File: src/rtl/uart_receiver.sv
// 8N1 UART receiver: 2-flop rx synchronizer, mid-bit sampling, one-cycle data_av strobe.
// Optional macro UART_RX_FRAME_ERR_EN adds a one-cycle frame_err pulse on a bad stop bit.
//
// state   | meaning
// S_IDLE  | line idle, waiting for rx_s low
// S_START | timing half a bit to confirm the start bit
// S_DATA  | sampling 8 data bits at mid-bit, LSB first
// S_STOP  | sampling stop bit; after a bad stop, waits for rx_s high
module uart_receiver #(
  parameter int RATE_FREQ_BAUD = 434
) (
  input  logic       clk,
  input  logic       rst,
  input  logic       rx,
  output logic [7:0] data_out,
  output logic       data_av
`ifdef UART_RX_FRAME_ERR_EN
  ,
  output logic       frame_err
`endif
);

  localparam int            HALF    = RATE_FREQ_BAUD / 2;
  localparam int            CW      = $clog2(RATE_FREQ_BAUD);
  localparam logic [CW-1:0] HALF_LD = CW'(HALF - 1);
  localparam logic [CW-1:0] BIT_LD  = CW'(RATE_FREQ_BAUD - 1);

  typedef enum logic [1:0] {S_IDLE, S_START, S_DATA, S_STOP} state_t;

  state_t        r_state;
  state_t        w_state_nxt;
  logic          r_rx_meta;
  logic          r_rx_s;
  logic [CW-1:0] r_cnt;
  logic [2:0]    r_bit_idx;
  logic [7:0]    r_shift;
  logic          r_brk;
  logic [7:0]    r_data_out;
  logic          r_data_av;
  logic          w_tc;
  logic          w_in_idle;
  logic          w_load_half;
  logic          w_load_bit;
  logic          w_hold;
  logic          w_shift_en;
  logic          w_byte_ok;
  logic          w_frame_bad;

  assign w_tc = (r_cnt == '0);

  always_ff @(posedge clk) begin
    if (rst) begin
      r_rx_meta <= 1'b1;
      r_rx_s    <= 1'b1;
    end else begin
      r_rx_meta <= rx;
      r_rx_s    <= r_rx_meta;
    end
  end

  always_ff @(posedge clk) begin
    if (rst) r_state <= S_IDLE;
    else     r_state <= w_state_nxt;
  end

  always_comb begin
    w_state_nxt = r_state;
    case (r_state)
      S_IDLE:  if (!r_rx_s) w_state_nxt = S_START;
      S_START: if (w_tc) w_state_nxt = r_rx_s ? S_IDLE : S_DATA;
      S_DATA:  if (w_tc && (r_bit_idx == 3'd7)) w_state_nxt = S_STOP;
      S_STOP: begin
        // after a bad stop bit, stay here until the line goes high so a break yields nothing
        if (r_brk) begin
          if (r_rx_s) w_state_nxt = S_IDLE;
        end else if (w_tc && r_rx_s) begin
          w_state_nxt = S_IDLE;
        end
      end
      default: w_state_nxt = S_IDLE;
    endcase
  end

  always_comb begin
    w_in_idle   = 1'b0;
    w_load_half = 1'b0;
    w_load_bit  = 1'b0;
    w_hold      = 1'b0;
    w_shift_en  = 1'b0;
    w_byte_ok   = 1'b0;
    w_frame_bad = 1'b0;
    case (r_state)
      S_IDLE: begin
        w_in_idle   = 1'b1;
        w_load_half = 1'b1;
      end
      S_START: w_load_bit = w_tc;
      S_DATA: begin
        w_load_bit = w_tc;
        w_shift_en = w_tc;
      end
      S_STOP: begin
        w_hold = r_brk | w_tc;
        if (!r_brk && w_tc) begin
          w_byte_ok   = r_rx_s;
          w_frame_bad = ~r_rx_s;
        end
      end
      default: w_in_idle = 1'b1;
    endcase
  end

  always_ff @(posedge clk) begin
    if (rst) begin
      r_cnt      <= '0;
      r_bit_idx  <= 3'd0;
      r_shift    <= 8'h00;
      r_brk      <= 1'b0;
      r_data_out <= 8'h00;
      r_data_av  <= 1'b0;
    end else begin
      if (w_load_half)     r_cnt <= HALF_LD;
      else if (w_load_bit) r_cnt <= BIT_LD;
      else if (!w_hold)    r_cnt <= r_cnt - CW'(1);

      if (w_in_idle)       r_bit_idx <= 3'd0;
      else if (w_shift_en) r_bit_idx <= r_bit_idx + 3'd1;

      if (w_shift_en) r_shift <= {r_rx_s, r_shift[7:1]};
      if (w_byte_ok)  r_data_out <= r_shift;
      r_data_av <= w_byte_ok;

      if (w_frame_bad)    r_brk <= 1'b1;
      else if (w_in_idle) r_brk <= 1'b0;
    end
  end

  assign data_out = r_data_out;
  assign data_av  = r_data_av;

`ifdef UART_RX_FRAME_ERR_EN
  logic r_frame_err;

  always_ff @(posedge clk) begin
    if (rst) r_frame_err <= 1'b0;
    else     r_frame_err <= w_frame_bad;
  end

  assign frame_err = r_frame_err;
`endif

endmodule

File: config.mk
export PLATFORM = sky130hd
export DESIGN_NAME = uart_receiver
export DESIGN_NICKNAME = d
export VERILOG_FILES = /design/src/rtl/uart_receiver.sv
export SDC_FILE = /design/constraint.sdc
export NUM_CORES = 1
export LEC_CHECK = 0
export ABC_CLOCK_PERIOD_IN_PS = 1500
export CAP_MARGIN = 20
export CORE_MARGIN = 1.5
export CORE_UTILIZATION = 25
export DETAILED_ROUTE_END_ITERATION = 10
export GPL_ROUTABILITY_DRIVEN = 0
export PLACE_DENSITY = 0.41
export SLEW_MARGIN = 20
export SYNTH_ARGS = -nofsm -noshare
export SYNTH_HDL_FRONTEND = slang
export SYNTH_SLANG_ARGS = --single-unit
File: constraint.sdc
create_clock -name clk -period 1.5 [get_ports clk]
set_input_delay 0.15 -clock clk [delete_from_list [all_inputs] [get_ports clk]]
set_output_delay 0.15 -clock clk [all_outputs]
set_load 0.05 [all_outputs]
==> flow_metrics.py, run 1 <==
metrics = {
    "power_and_ir_drop": {
        "intPower_w": 0.002053,
        "pwr-share-comb_pct": 28.9,
        "p_leak_nw": 1.029,
        "swShare_pct": 28.44,
        "pwr-share-seq_pct": 35.3,
        "irDropWorstVdd_uv": 510.5,
        "p_per_area_mw_per_mm2": 1150,
        "p_total_w": 0.002869,
        "power_switching_w": 0.0008161,
        "power_frac_clock_pct": 35.7,
    },
    "final_layout": {
        "stdcell_count": 297,
        "syn_to_final_growth_pct": 53.50,
        "fin_nets": 229,
        "diodes": 0,
        "drive_gt1_share_pct": 48.64,
    },
    "logic_synthesis": {
        "yosysTopAreaCell": "dfxtp_1",
        "synth_cell_types": 41,
        "synth.avg_cell_area_um2": 9.732,
        "synth-edff-count": 0,
        "ys_ff_latch": 34,
        "synthCells": 167,
        "netlist_area_mm2": 0.001625,
        "synth_fp_nets": 177,
        "yosys-top-cells-count": "dfxtp_1, nor2_1, mux2i_1, ha_1",
        "yosysMostFrequentCell": "dfxtp_1",
        "synthTopCellsByArea": "dfxtp_1, mux2i_1, nor2_1",
        "ys_warn_count": 0,
        "ys.flop_type": "dfxtp_1",
        "yosysSeqAreaShare_pct": 41.88,
        "synth-async-reset-ratio_pct": 0,
        "synth_top_area_share_pct": 41.88,
    },
    "drt": {
        "wire_per_inst_um": 14.03,
        "firstDrtPassIters": 4,
        "drt_iter0_markers": 30,
        "drc": 0,
        "vias": 1418,
        "postRouteWirelength_um": 4168,
        "routed_via_density": 4.774,
        "ant_nets": 0,
    },
    "setup_path": {
        "cp-end-kind": "flip-flop",
        "arrival_ns": 1.87,
        "required_ns": 1.68,
        "start_kind": "flip-flop",
        "cp_max_fo": 7,
        "crit_type": "reg -> reg",
    },
    "floorplanning": {
        "io_pins": 12,
        "die_area_mm2": 0.006994,
        "row_count": 29,
        "initial_core_util_pct": 25.74,
        "core-area_mm2": 0.006314,
        "die_w_um": 83.63,
        "fp.dieH_um": 83.63,
    },
    "cts": {
        "cts.path.max_buffers": 2,
        "cts_buffers": 5,
        "clk_pin_slew_ns": 0.08,
        "clkLatencyLatePin_ns": 0.29,
        "cts_hold_buf": 0,
        "cts_tree": "yes",
        "cts_sinks": 34,
        "htree_levels": 2,
        "root_buffer": "clkbuf_8",
    },
    "timing": {
        "hold_violations": 0,
        "rsz0062_at_grt": "yes",
        "relSlewSlack_pct": 77.06,
        "whs_ns": 0.4116,
        "period_minus_slack_ns": 1.698,
        "tightest_slew_ns": 0.3436,
        "finalCritPeriodShare_pct": 113.2,
        "finalSetupViolCount": 26,
        "setup_ws_ns": -0.1981,
        "skew_ns": 0.006092,
        "slew_viol_final": 0,
        "fmax_mhz": 588.9,
    },
    "global_routing": {
        "antenna_found_initial": 0,
        "grt_pass1_wl_um": 6837,
        "grt_max_degree": 20,
        "grt_pass1_vias": 1445,
        "grt_usage_pct": 12.10,
        "overflow": 0,
    },
    "min_path": {
        "hold_class": "reg -> reg",
    },
    "placement": {
        "dp.cells": 281,
        "dp_hpwl_um": 2841,
        "dp_slack_ns": -0.2231,
        "io_buffer_count": 11,
    },
    "status": {
        "violations": "setup timing",
        "status": "finished, violations left",
    },
    "run": {
        "cap_violations": 0,
    },
}
placed cells by master (no fill, tap or decap), types with 3 or more instances in the layout:
cell type,instances
clkbuf_8,5
dfxtp_2,3
buf_6,8
buf_4,43
ha_1,4
a211oi_2,3
nand3b_1,3
mux2i_1,19
nor2_1,22
nand2_1,4
or2_2,6
dfxtp_1,29
a21oi_2,3
inv_1,4
path summary, 6_finish.rpt:
check	from	end	slack, ns	cells after the start
hold / removal	r_rx_meta	r_rx_s	0.41	1
hold reg to reg	r_rx_meta	r_rx_s	0.41	1
setup reg to reg	r_cnt[0]	r_cnt[6]	-0.20	7
setup / recovery	r_cnt[0]	r_cnt[6]	-0.20	7
through the flow:
step           setup TNS, ns  util (%)  area (um^2)
2_1_floorplan        -0.1165         -         1662
3_3_place_gp          -1.880     32.54         2054
3_5_place_dp          -2.663     32.54         2054
4_1_cts               -2.274     37.22         2350
5_1_grt               -5.226     39.52         2495
6_report              -2.465     39.52         2495
timing repair:
item,in CTS,in global routing
endpoints found under the setup margin,21,32
resized for setup,32,20
pin swaps,11,16
buffers inserted,4,5
power by group through the flow:
| stage | Sequential (W) | Clock, W | Combinational (W) |
|---|---|---|---|
| 6_report | 0.00101 | 0.00103 | 0.000831 |
| 5_1_grt | 0.00102 | 0.00112 | 0.000888 |
| 3_5_place_dp | 0.00103 | 0 | 0.000623 |
| 2_1_floorplan | 0.00105 | 0 | 0.000341 |
| 3_3_place_gp | 0.00103 | 0 | 0.000610 |
| 4_1_cts | 0.00101 | 0.00106 | 0.000717 |
cell families (layout without fill, tap and decap cells):
family | Yosys count | after routing | synth area share (%)
AO/OA/AOI/OAI | 29 | 29 | 13.55
AND/OR/NAND/NOR | 61 | 61 | 21.79
multiplexers | 20 | 20 | 12.32
XOR/XNOR | 2 | 2 | 1.078
flip-flops | 34 | 34 | 41.88
adder cells (fa/ha/maj) | 7 | 7 | 5.389
buffers and inverters | 14 | 67 | 4.003
routing by layer:
layer	part of all wire (%)	global-route usage, %
met2	50	20.31
met3	3.4	3.363
met1	45	14.81
met5	0	0
met4	1.6	4.322
registers in the layout, indices dropped and copies added, names as in the netlist, named ones only:
signal and count:
data_av 1, data_out 8, r_bit_idx 3, r_brk 1
r_cnt 9, r_rx_meta 1, r_rx_s 1, r_shift 8
r_state 1
worst max-delay path: stages (launching register included):
cell	delay, ns
dfxtp_2	0.33
inv_2	0.07
ha_4	0.13
nor4b_4	0.22
buf_4	0.18
and3_4	0.25
nor3_2	0.06
a311o_1	0.35
area by class of cell:
class	instances	area, um^2
well taps	77	96.34
repair buffers	53	432.9
inverters	6	22.52
clock inverters	3	68.82
fillers	643	3819
clock buffers	5	68.82
multi-input cells	119	1114
flip-flops and latches	34	691.9
Note: power is estimated with default switching activity, not from simulation.
==> run 2, diff against run 1 <==
- ABC_CLOCK_PERIOD_IN_PS: 1500 -> unset
==> results of run 2 <==
Final layout, timing and power as in run 1 (identical DEF).
==> edit, RTL diff (settings of run 2) <==
Build with the macro `UART_RX_FRAME_ERR_EN` defined.
--- a/src/rtl/uart_receiver.sv
+++ b/src/rtl/uart_receiver.sv
@@ -6,6 +6,8 @@
 // S_START | timing half a bit to confirm the start bit
 // S_DATA  | sampling 8 data bits at mid-bit, LSB first
 // S_STOP  | sampling stop bit; after a bad stop, waits for rx_s high
+`define UART_RX_FRAME_ERR_EN
+
 module uart_receiver #(
   parameter int RATE_FREQ_BAUD = 434
 ) (
Check against the original RTL (old outputs only; new: frame_err): equivalent (Yosys induction, for registers that start in step).
==> edit against run 2 <==
- the run still ends with setup timing left
- sequential cell count increased by 1
- synthesized area decreased by 0.15%
- design area decreased by 3.5%
- routed wire length increased by 2.0%
- clock skew increased by 0.00083 ns
- hold slack improved by 0.0059 ns
- setup slack got worse by 0.090 ns
- power decreased by 19%
==> edit: results <==
export IMPL_outcome="finished with violations"
export IMPL_violations="setup timing"
export IMPL_dpl_worst_slack_ns=-0.423
export IMPL_io_buffer_count=12
export IMPL_drive_gt1_share_pct=40.5
export IMPL_met1_usage_pct=16.1
export IMPL_swShare_pct=29.6
export IMPL_largest_reg_flops=9
export IMPL_yosys_top_cells_area="dfxtp_1, mux2i_1, ha_1"
export IMPL_routedWlPerCell_microns=13.3
export IMPL_synth_compound_area_share_pct=14.3
export IMPL_drt_iter0_drc=61
export IMPL_leakage_nw=0.960
export IMPL_met2_usage_pct=21.6
export IMPL_synth_seq_cells=35
export IMPL_stdcell_count=319
export IMPL_fin_ws_ns=-0.288
export IMPL_post_dp_cell_area_sq_mm=0.00210
export IMPL_fin_skew_ns=0.00692
export IMPL_yosysSeqAreaShare_pct=43.2
export IMPL_synth_fp_nets=191
export IMPL_grt_usage_pct=12.9
export IMPL_synth_cells=181
export IMPL_nNetsFinal=251
export IMPL_tightestPinTransition_ns=0.354
export IMPL_tns_ns=-5.64
export IMPL_grt_pass1_wl_mm=7.20
export IMPL_use_met3_pct=2.77
export IMPL_finalSetupViolCount=31
export IMPL_synth_common_cells="dfxtp_1, nor2_1, nand2_1"
export IMPL_crit_path_max_fanout=8
export IMPL_hpwlAfterDp_mm=2.97
export IMPL_crit_arrival_ns=1.97
export IMPL_dp_cells=300
export IMPL_muxShareOfSynthArea_pct=6.78
export IMPL_first_global_vias=1539
export IMPL_ys_types=38
edit: metal layers:
layer	vias up	routed length [microns]	share of wire [%]
li1	766	-	-
met4	0	74	1.7
met2	23	2050	48
met1	737	2020	47
met5	-	0	0
met3	7	108	2.5
edit: cell families after synthesis:
group / Yosys count
buf+inv: 19
fa+ha+maj: 7
flops: 35
simple gates: 73
mux: 11
xor+xnor: 2
compound gates: 34
edit: power by group through the flow:
stage / Combinational, mW / Clock [mW] / Sequential, mW
after floorplan: 0.300 / 0 / 1.03
after global placement: 0.490 / 0 / 1.02
after detailed placement: 0.493 / 0 / 1.02
after CTS: 0.611 / 0.711 / 1.00
after global routing: 0.711 / 0.747 / 1.01
final: 0.651 / 0.674 / 1.00
edit: path summary, 6_finish.rpt:
kind / from / end / slack, ns / depth (start not counted)
max: r_cnt[1]$_SDFFE_PP0P_ / r_cnt[0]$_SDFFE_PP0P_ / -0.29 / 7
min: r_rx_meta$_SDFF_PP1_ / r_rx_s$_SDFF_PP1_ / 0.42 / 1
max reg2reg: r_cnt[1]$_SDFFE_PP0P_ / r_cnt[0]$_SDFFE_PP0P_ / -0.29 / 7
min reg2reg: r_rx_meta$_SDFF_PP1_ / r_rx_s$_SDFF_PP1_ / 0.42 / 1
edit: per-stage QoR:
stage	hold slack [ns]	utilization, %
floorplan	0.254	-
global placement	0.406	33.3
detailed placement	0.410	33.3
CTS	0.407	37.3
global route	0.436	38.1
finish	0.418	38.1
edit: final cells by class:
class | count | area (sq um)
clock buffers | 6 | 72.6
clock inverters | 2 | 12.5
fillers | 649 | 3910
inverters | 8 | 30.0
multi-input cells | 127 | 968
flip-flops and latches | 35 | 708
well taps | 77 | 96.3
repair buffers | 64 | 520
edit: critical path, cell delays in order, from the launching register on:
cell	delay [ns]
dfxtp_2	0.33
inv_2	0.06
ha_4	0.13
or3b_4	0.41
nor4_4	0.26
buf_4	0.21
a211oi_2	0.04
a311oi_1	0.26
edit: repair_timing:
item | 4_1_cts | 5_1_grt
pin swaps | 11 | 2
endpoints found under the setup margin | 33 | 33
endpoints found under the hold margin | 0 | 0
gates resized for setup | 24 | 5
hold buffers | 0 | 0
setup buffers | 8 | 3
